File: config.mk
export PLATFORM = sky130hd
export DESIGN_NAME = y86_fetch_unit_flat
export DESIGN_NICKNAME = d
export VERILOG_FILES = /design/src/rtl/y86_fetch_unit_if.sv /design/src/rtl/y86_fetch_unit.sv /design/src/flat_wrapper.sv
export SDC_FILE = /design/constraint.sdc
export NUM_CORES = 1
export LEC_CHECK = 0
export BUFFER_PORTS_ARGS = -buffer_cell sky130_fd_sc_hd__buf_4
export CAP_MARGIN = 20
export CORE_UTILIZATION = 49
export CTS_CLUSTER_DIAMETER = 100
export DETAILED_ROUTE_END_ITERATION = 8
export GPL_TIMING_DRIVEN = 0
export PLACE_DENSITY = 0.79
export SLEW_MARGIN = 20
export SYNTH_ARGS = -nofsm -noshare
export SYNTH_HDL_FRONTEND = slang
export SYNTH_SLANG_ARGS = --single-unit
File: constraint.sdc
create_clock -name clk -period 2.8 [get_ports clk]
set_input_delay 0.56 -clock clk [delete_from_list [all_inputs] [get_ports clk]]
set_output_delay 0.56 -clock clk [all_outputs]
set_load 0.01 [all_outputs]
File: src/rtl/y86_fetch_unit_if.sv
// Fetch-unit bus bundle: byte-wide instruction memory port plus the
// instruction valid/ready handshake toward decode.
interface y86_fetch_unit_if #(
  parameter int ADDR_W = 32
);
  logic [ADDR_W-1:0] mem_addr;
  logic              mem_rd;
  logic [7:0]        mem_data;
  logic              mem_valid;
  logic [3:0]        icode;
  logic [3:0]        ifun;
  logic [3:0]        rA;
  logic [3:0]        rB;
  logic [31:0]       valC;
  logic [ADDR_W-1:0] valP;
  logic              instr_valid;
  logic              instr_ready;

  modport master (
    output mem_addr, mem_rd,
    input  mem_data, mem_valid,
    output icode, ifun, rA, rB, valC, valP, instr_valid,
    input  instr_ready
  );

  modport slave (
    input  mem_addr, mem_rd,
    output mem_data, mem_valid,
    input  icode, ifun, rA, rB, valC, valP, instr_valid,
    output instr_ready
  );
endinterface

File: src/rtl/y86_fetch_unit.sv
// y86 fetch/parse stage: one byte per transfer, assembles and presents instructions.
// Optional accepted-instruction counter enabled by defining Y86_FETCH_STATS_EN.
module y86_fetch_unit #(
  parameter int                ADDR_W     = 32,
  parameter logic [ADDR_W-1:0] START_ADDR = '0
) (
  input  logic              clk,
  input  logic              reset_n,
  y86_fetch_unit_if.master  bus,
  input  logic              pc_load,
  input  logic [ADDR_W-1:0] pc_new,
  output logic              halted,
  output logic              instr_err,
  output logic [31:0]       instr_count
);

  typedef enum logic [2:0] {
    S_FETCH_OP,
    S_FETCH_REG,
    S_FETCH_C,
    S_PRESENT,
    S_HALTED,
    S_ERROR
  } state_t;

  state_t            state, state_nxt;
  logic [ADDR_W-1:0] pc;
  logic [3:0]        icode_q, ifun_q, ra_q, rb_q;
  logic [31:0]       valc_q;
  logic [1:0]        cnt;
  logic              mem_rd, instr_valid, xfer, redirect;
  logic [3:0]        op_icode;

  function automatic logic has_reg(input logic [3:0] ic);
    return ic inside {4'h2, 4'h3, 4'h4, 4'h5, 4'h6, 4'hA, 4'hB};
  endfunction

  function automatic logic has_const(input logic [3:0] ic);
    return ic inside {4'h3, 4'h4, 4'h5, 4'h7, 4'h8};
  endfunction

  assign op_icode = bus.mem_data[7:4];
  assign xfer     = mem_rd && bus.mem_valid;
  assign redirect = pc_load && (state != S_HALTED);

  // NOTE: reset is sampled on the clock edge only, and all state uses <= so
  // every register sees pre-edge values regardless of block ordering.
  always_ff @(posedge clk) begin
    if (!reset_n) state <= S_FETCH_OP;
    else          state <= state_nxt;
  end

  // NOTE: every comb output gets a default first, so no path infers a latch.
  always_comb begin
    state_nxt = state;
    if (redirect) begin
      state_nxt = S_FETCH_OP;
    end else begin
      unique case (state)
        S_FETCH_OP:
          if (xfer) begin
            if (op_icode > 4'hB)        state_nxt = S_ERROR;
            else if (has_reg(op_icode)) state_nxt = S_FETCH_REG;
            else if (has_const(op_icode)) state_nxt = S_FETCH_C;
            else                        state_nxt = S_PRESENT;
          end
        S_FETCH_REG:
          if (xfer) state_nxt = has_const(icode_q) ? S_FETCH_C : S_PRESENT;
        S_FETCH_C:
          if (xfer && cnt == 2'd3) state_nxt = S_PRESENT;
        S_PRESENT:
          if (bus.instr_ready) state_nxt = (icode_q == 4'h0) ? S_HALTED : S_FETCH_OP;
        default: ;
      endcase
    end
  end

  // Read request is suppressed while reset is held so memory sees no access.
  always_comb begin
    mem_rd      = 1'b0;
    instr_valid = 1'b0;
    halted      = 1'b0;
    instr_err   = 1'b0;
    unique case (state)
      S_FETCH_OP, S_FETCH_REG, S_FETCH_C: mem_rd = reset_n;
      S_PRESENT: instr_valid = 1'b1;
      S_HALTED:  halted      = 1'b1;
      S_ERROR:   instr_err   = 1'b1;
      default: ;
    endcase
  end

  // Field assembly; a redirect drops any partially gathered operands.
  always_ff @(posedge clk) begin
    if (!reset_n) begin
      pc      <= START_ADDR;
      icode_q <= 4'h0;
      ifun_q  <= 4'h0;
      ra_q    <= 4'hF;
      rb_q    <= 4'hF;
      valc_q  <= '0;
      cnt     <= '0;
    end else if (redirect) begin
      pc     <= pc_new;
      ra_q   <= 4'hF;
      rb_q   <= 4'hF;
      valc_q <= '0;
      cnt    <= '0;
    end else if (xfer) begin
      pc <= pc + ADDR_W'(1);
      unique case (state)
        S_FETCH_OP: begin
          icode_q <= bus.mem_data[7:4];
          ifun_q  <= bus.mem_data[3:0];
          ra_q    <= 4'hF;
          rb_q    <= 4'hF;
          valc_q  <= '0;
          cnt     <= '0;
        end
        S_FETCH_REG: begin
          ra_q <= bus.mem_data[7:4];
          rb_q <= bus.mem_data[3:0];
        end
        S_FETCH_C: begin
          valc_q[{cnt, 3'b000} +: 8] <= bus.mem_data;
          cnt                        <= cnt + 2'd1;
        end
        default: ;
      endcase
    end
  end

  assign bus.mem_addr    = pc;
  assign bus.mem_rd      = mem_rd;
  assign bus.icode       = icode_q;
  assign bus.ifun        = ifun_q;
  assign bus.rA          = ra_q;
  assign bus.rB          = rb_q;
  assign bus.valC        = valc_q;
  assign bus.valP        = pc;
  assign bus.instr_valid = instr_valid;

`ifdef Y86_FETCH_STATS_EN
  logic [31:0] count_q;

  always_ff @(posedge clk) begin
    if (!reset_n)                          count_q <= '0;
    else if (instr_valid && bus.instr_ready) count_q <= count_q + 32'd1;
  end

  assign instr_count = count_q;
`else
  assign instr_count = '0;
`endif

endmodule

File: src/flat_wrapper.sv
// flat-port wrapper written by rule: the top's interface ports become plain ports
module y86_fetch_unit_flat 
#(
  parameter int                ADDR_W     = 32,
  parameter logic [ADDR_W-1:0] START_ADDR = '0
)
  (clk, reset_n, pc_load, pc_new, halted, instr_err, instr_count, bus_mem_addr, bus_mem_rd, bus_mem_data, bus_mem_valid, bus_icode, bus_ifun, bus_rA, bus_rB, bus_valC, bus_valP, bus_instr_valid, bus_instr_ready);
  y86_fetch_unit_if #(.ADDR_W(ADDR_W)) bus_i ();
  input  logic clk;
  input  logic reset_n;
  input  logic pc_load;
  input  logic [ADDR_W-1:0] pc_new;
  output logic halted;
  output logic instr_err;
  output logic [31:0] instr_count;
  output wire logic [$bits(bus_i.mem_addr)-1:0] bus_mem_addr;
  output wire logic [$bits(bus_i.mem_rd)-1:0] bus_mem_rd;
  input wire logic [$bits(bus_i.mem_data)-1:0] bus_mem_data;
  input wire logic [$bits(bus_i.mem_valid)-1:0] bus_mem_valid;
  output wire logic [$bits(bus_i.icode)-1:0] bus_icode;
  output wire logic [$bits(bus_i.ifun)-1:0] bus_ifun;
  output wire logic [$bits(bus_i.rA)-1:0] bus_rA;
  output wire logic [$bits(bus_i.rB)-1:0] bus_rB;
  output wire logic [$bits(bus_i.valC)-1:0] bus_valC;
  output wire logic [$bits(bus_i.valP)-1:0] bus_valP;
  output wire logic [$bits(bus_i.instr_valid)-1:0] bus_instr_valid;
  input wire logic [$bits(bus_i.instr_ready)-1:0] bus_instr_ready;
  assign bus_mem_addr = bus_i.mem_addr;
  assign bus_mem_rd = bus_i.mem_rd;
  assign bus_i.mem_data = bus_mem_data;
  assign bus_i.mem_valid = bus_mem_valid;
  assign bus_icode = bus_i.icode;
  assign bus_ifun = bus_i.ifun;
  assign bus_rA = bus_i.rA;
  assign bus_rB = bus_i.rB;
  assign bus_valC = bus_i.valC;
  assign bus_valP = bus_i.valP;
  assign bus_instr_valid = bus_i.instr_valid;
  assign bus_i.instr_ready = bus_instr_ready;
  y86_fetch_unit #(.ADDR_W(ADDR_W), .START_ADDR(START_ADDR)) u_core (.clk(clk), .reset_n(reset_n), .bus(bus_i), .pc_load(pc_load), .pc_new(pc_new), .halted(halted), .instr_err(instr_err), .instr_count(instr_count));
endmodule
==> impl_metrics.tcl <==
set metrics [dict create \
    status "completed" \
    slew_viol_final 0 \
    postRouteWirelength_um 14600 \
    drc 0 \
    dr.pass1.iters 5 \
    tritoncts "yes" \
    tns_ns 0 \
    place_congestion 0.938 \
    drive_gt1_frac 0.351 \
    synthAdderAreaFrac 0.0159 \
    fmax_ghz 0.389 \
    critPathLaunchType "input pin" \
    ant_nets 0 \
    setup_viol 0 \
    place_inst 871 \
    period_needed_ns 2.57 \
    fin_cells 887 \
    hold-path-cell-count 3 \
    synthXorXnorAreaFrac 0.0130 \
    cts_root_buf "clkbuf_8" \
    worst_slack_ns 0.230 \
    grtUsageTotal 0.282 \
    ys_ff_latch 85 \
    dp_hpwl_um 10700 \
    critPathMaxStageDelay_ns 0.49 \
    cts_resized 0 \
    path_depth 6 \
    die_w_um 100 \
    p_per_area_mw_per_mm2 452 \
    clkSinkCount 85 \
    final_nets 804 \
    yosysUniqueCellTypes 66 \
    crit_chain "buf_4 -> inv_1 -> clkbuf_1 -> clkbuf_1 -> nor3_1 -> buf_4" \
    peakVddDrop_v 0.000341 \
    cpLargestDelayFamily "buffers and inverters" \
    htreeDepth 3 \
    clk_path_buf_depth 2 \
    synth.top_cell.area_share 0.360 \
    fp-row-count 35 \
    skew_ns 0.0120 \
    crit_path_top_delay_cell "clkbuf_1" \
    fin_util 0.691 \
    dieArea_mm2 0.0101 \
    cts.clk_slew.worst_paths_ns 0.10 \
    numCtsBuffers 9 \
    post-place-ws_ns 0.254 \
    synthMuxAreaShare 0.0169 \
    worstPathMaxFanout 10 \
    ios 193 \
    yosysMostFrequentCell "dfxtp_1" \
    synthSimpleGateAreaFrac 0.225 \
    worst_pin_slew_ns 0.827 \
    clock_latency_ns 0.35 \
    avgSynthCellArea_um2 8.51 \
    synth_compound_area_frac 0.225 \
    hold_viol 0 \
    crit_buf_inv 5 \
    viasPerCell 5.60 \
    start_util 0.510 \
    syn2layout_area_growth_pct 35.6 \
    dr_total_vias 4969 \
    wl_per_cell_um 16.5 \
    fin_crit_sh 0.918 \
    dpl_cell_area_mm2 0.00617 \
    synth_ff_type "dfxtp_1" \
    first_global_vias 4557 \
    overflow 0 \
    postSynthCellCount 556 \
    crit_arrival_ns 2.01 \
    antenna_found_initial 0 \
    final_area_mm2 0.00642 \
    cp-end-kind "output port" \
    yosysWarnings 0 \
    rr_worst_depth 6 \
    synth_top_family_by_area "compound AO/OA/AOI/OAI gates" \
    leakagePower_uw 0.00280 \
    portBuffers 155 \
    insertedDiodeCount 0 \
    max-slew-margin-rel 0.444 \
    synth_top_cell_by_area "dfxtp_1" \
    required_ns 2.24 \
    hold_class "in2reg" \
    coreArea_mm2 0.00928 \
    cap_violations 0 \
    grt_pass1_wl_um 22900 \
    worstSetupPathType "in2out" \
    die_h_um 100 \
    syn-cell-area_mm2 0.00473 \
    synth_area_leaders "dfxtp_1 36%, buf_4 10%, a22oi_1 5.2%" \
    rsz0062_at_grt "false" \
    synth_edf_count 0 \
    fillers 784 \
    synthTopCellsByCount "85 x dfxtp_1, 64 x buf_4, 60 x nor2_1" \
    cts_setup_buffers 0 \
    grt_max_degree 16 \
    async_flop_share 0 \
    ys_seq_area_frac 0.360 \
    drt_iter0_drc 293 \
    ctsHoldBuffers 0 \
]
cell type report:
class	instances	area, um^2	area share
inverter	9	33.8	0.00527
tap	129	161	0.0252
clock inverter	7	120	0.0187
clock buffer	9	124	0.0193
sequential	85	1700	0.265
buffer	99	647	0.101
timing repair buffer	155	1160	0.181
multi-input combinational	394	2460	0.384
worst register-to-register path: stages (launching register included):
cell and delay (ns):
dfxtp_1 0.46, inv_1 0.20, ha_1 0.41, or4bb_1 0.54, a2111oi_4 0.47, a22oi_1 0.15, nor2_1 0.14
routing by layer:
layer  part of all wire  global-route usage
met1               0.41               0.367
met2               0.48               0.463
met3              0.095              0.0613
met4              0.014              0.0959
met5                  0                   0
worst paths after layout:
| path | from | end | slack (ns) |
|---|---|---|---|
| setup / recovery | reset_n | bus_mem_rd | 0.23 |
| hold / removal | pc_new[30] | u_core.bus.mem_addr[30] | 0.44 |
| setup reg to reg | u_core.cnt[0] | u_core.bus.valC[2] | 0.37 |
| hold reg to reg | u_core.bus.rB[3] | u_core.bus.rB[3] | 0.51 |
power breakdown:
part	internal [uW]	switching [uW]	total, uW
Clock	598	478	1080
Combinational	258	249	507
Sequential	1250	68.8	1320
kinds of logic after synthesis:
kind of cell,Yosys count
buffers and inverters,108
adder cells (fa/ha/maj),6
AND/OR/NAND/NOR,191
flip-flops,85
XOR/XNOR,7
other,1
AO/OA/AOI/OAI,150
multiplexers,8
through the flow:
stage / total power, uW / hold WS (ns)
after floorplan: 1620 / 0.530
after global placement: 1830 / 0.479
after detailed placement: 1840 / 0.485
after CTS: 2900 / 0.436
after global routing: 3000 / 0.449
final: 2900 / 0.442
flip-flops by register name, summed over array words and instances, names as in the netlist:
register             cells
u_core.bus.mem_addr     32
u_core.bus.valC         32
u_core.bus.icode         4
u_core.bus.ifun          4
u_core.bus.rA            4
u_core.bus.rB            4
u_core.state             3
u_core.cnt               2
layout by cell type (no fill, tap or decap), drive strengths merged, types with 5 or more instances in the layout:
cell / count
nand4: 15
nor3: 5
or4: 8
conb: 32
a21oi: 13
mux2i: 8
a22oi: 33
clkbuf: 27
o31ai: 10
nor4: 6
and3: 6
a211oi: 13
o21ai: 31
a311oi: 9
inv: 10
nand2: 30
nor2: 60
xor2: 5
ha: 6
o22ai: 8
and2: 9
a31oi: 12
nand3: 15
buf: 236
dfxtp: 85
and4: 14
Power figures use the tool's default switching activity.
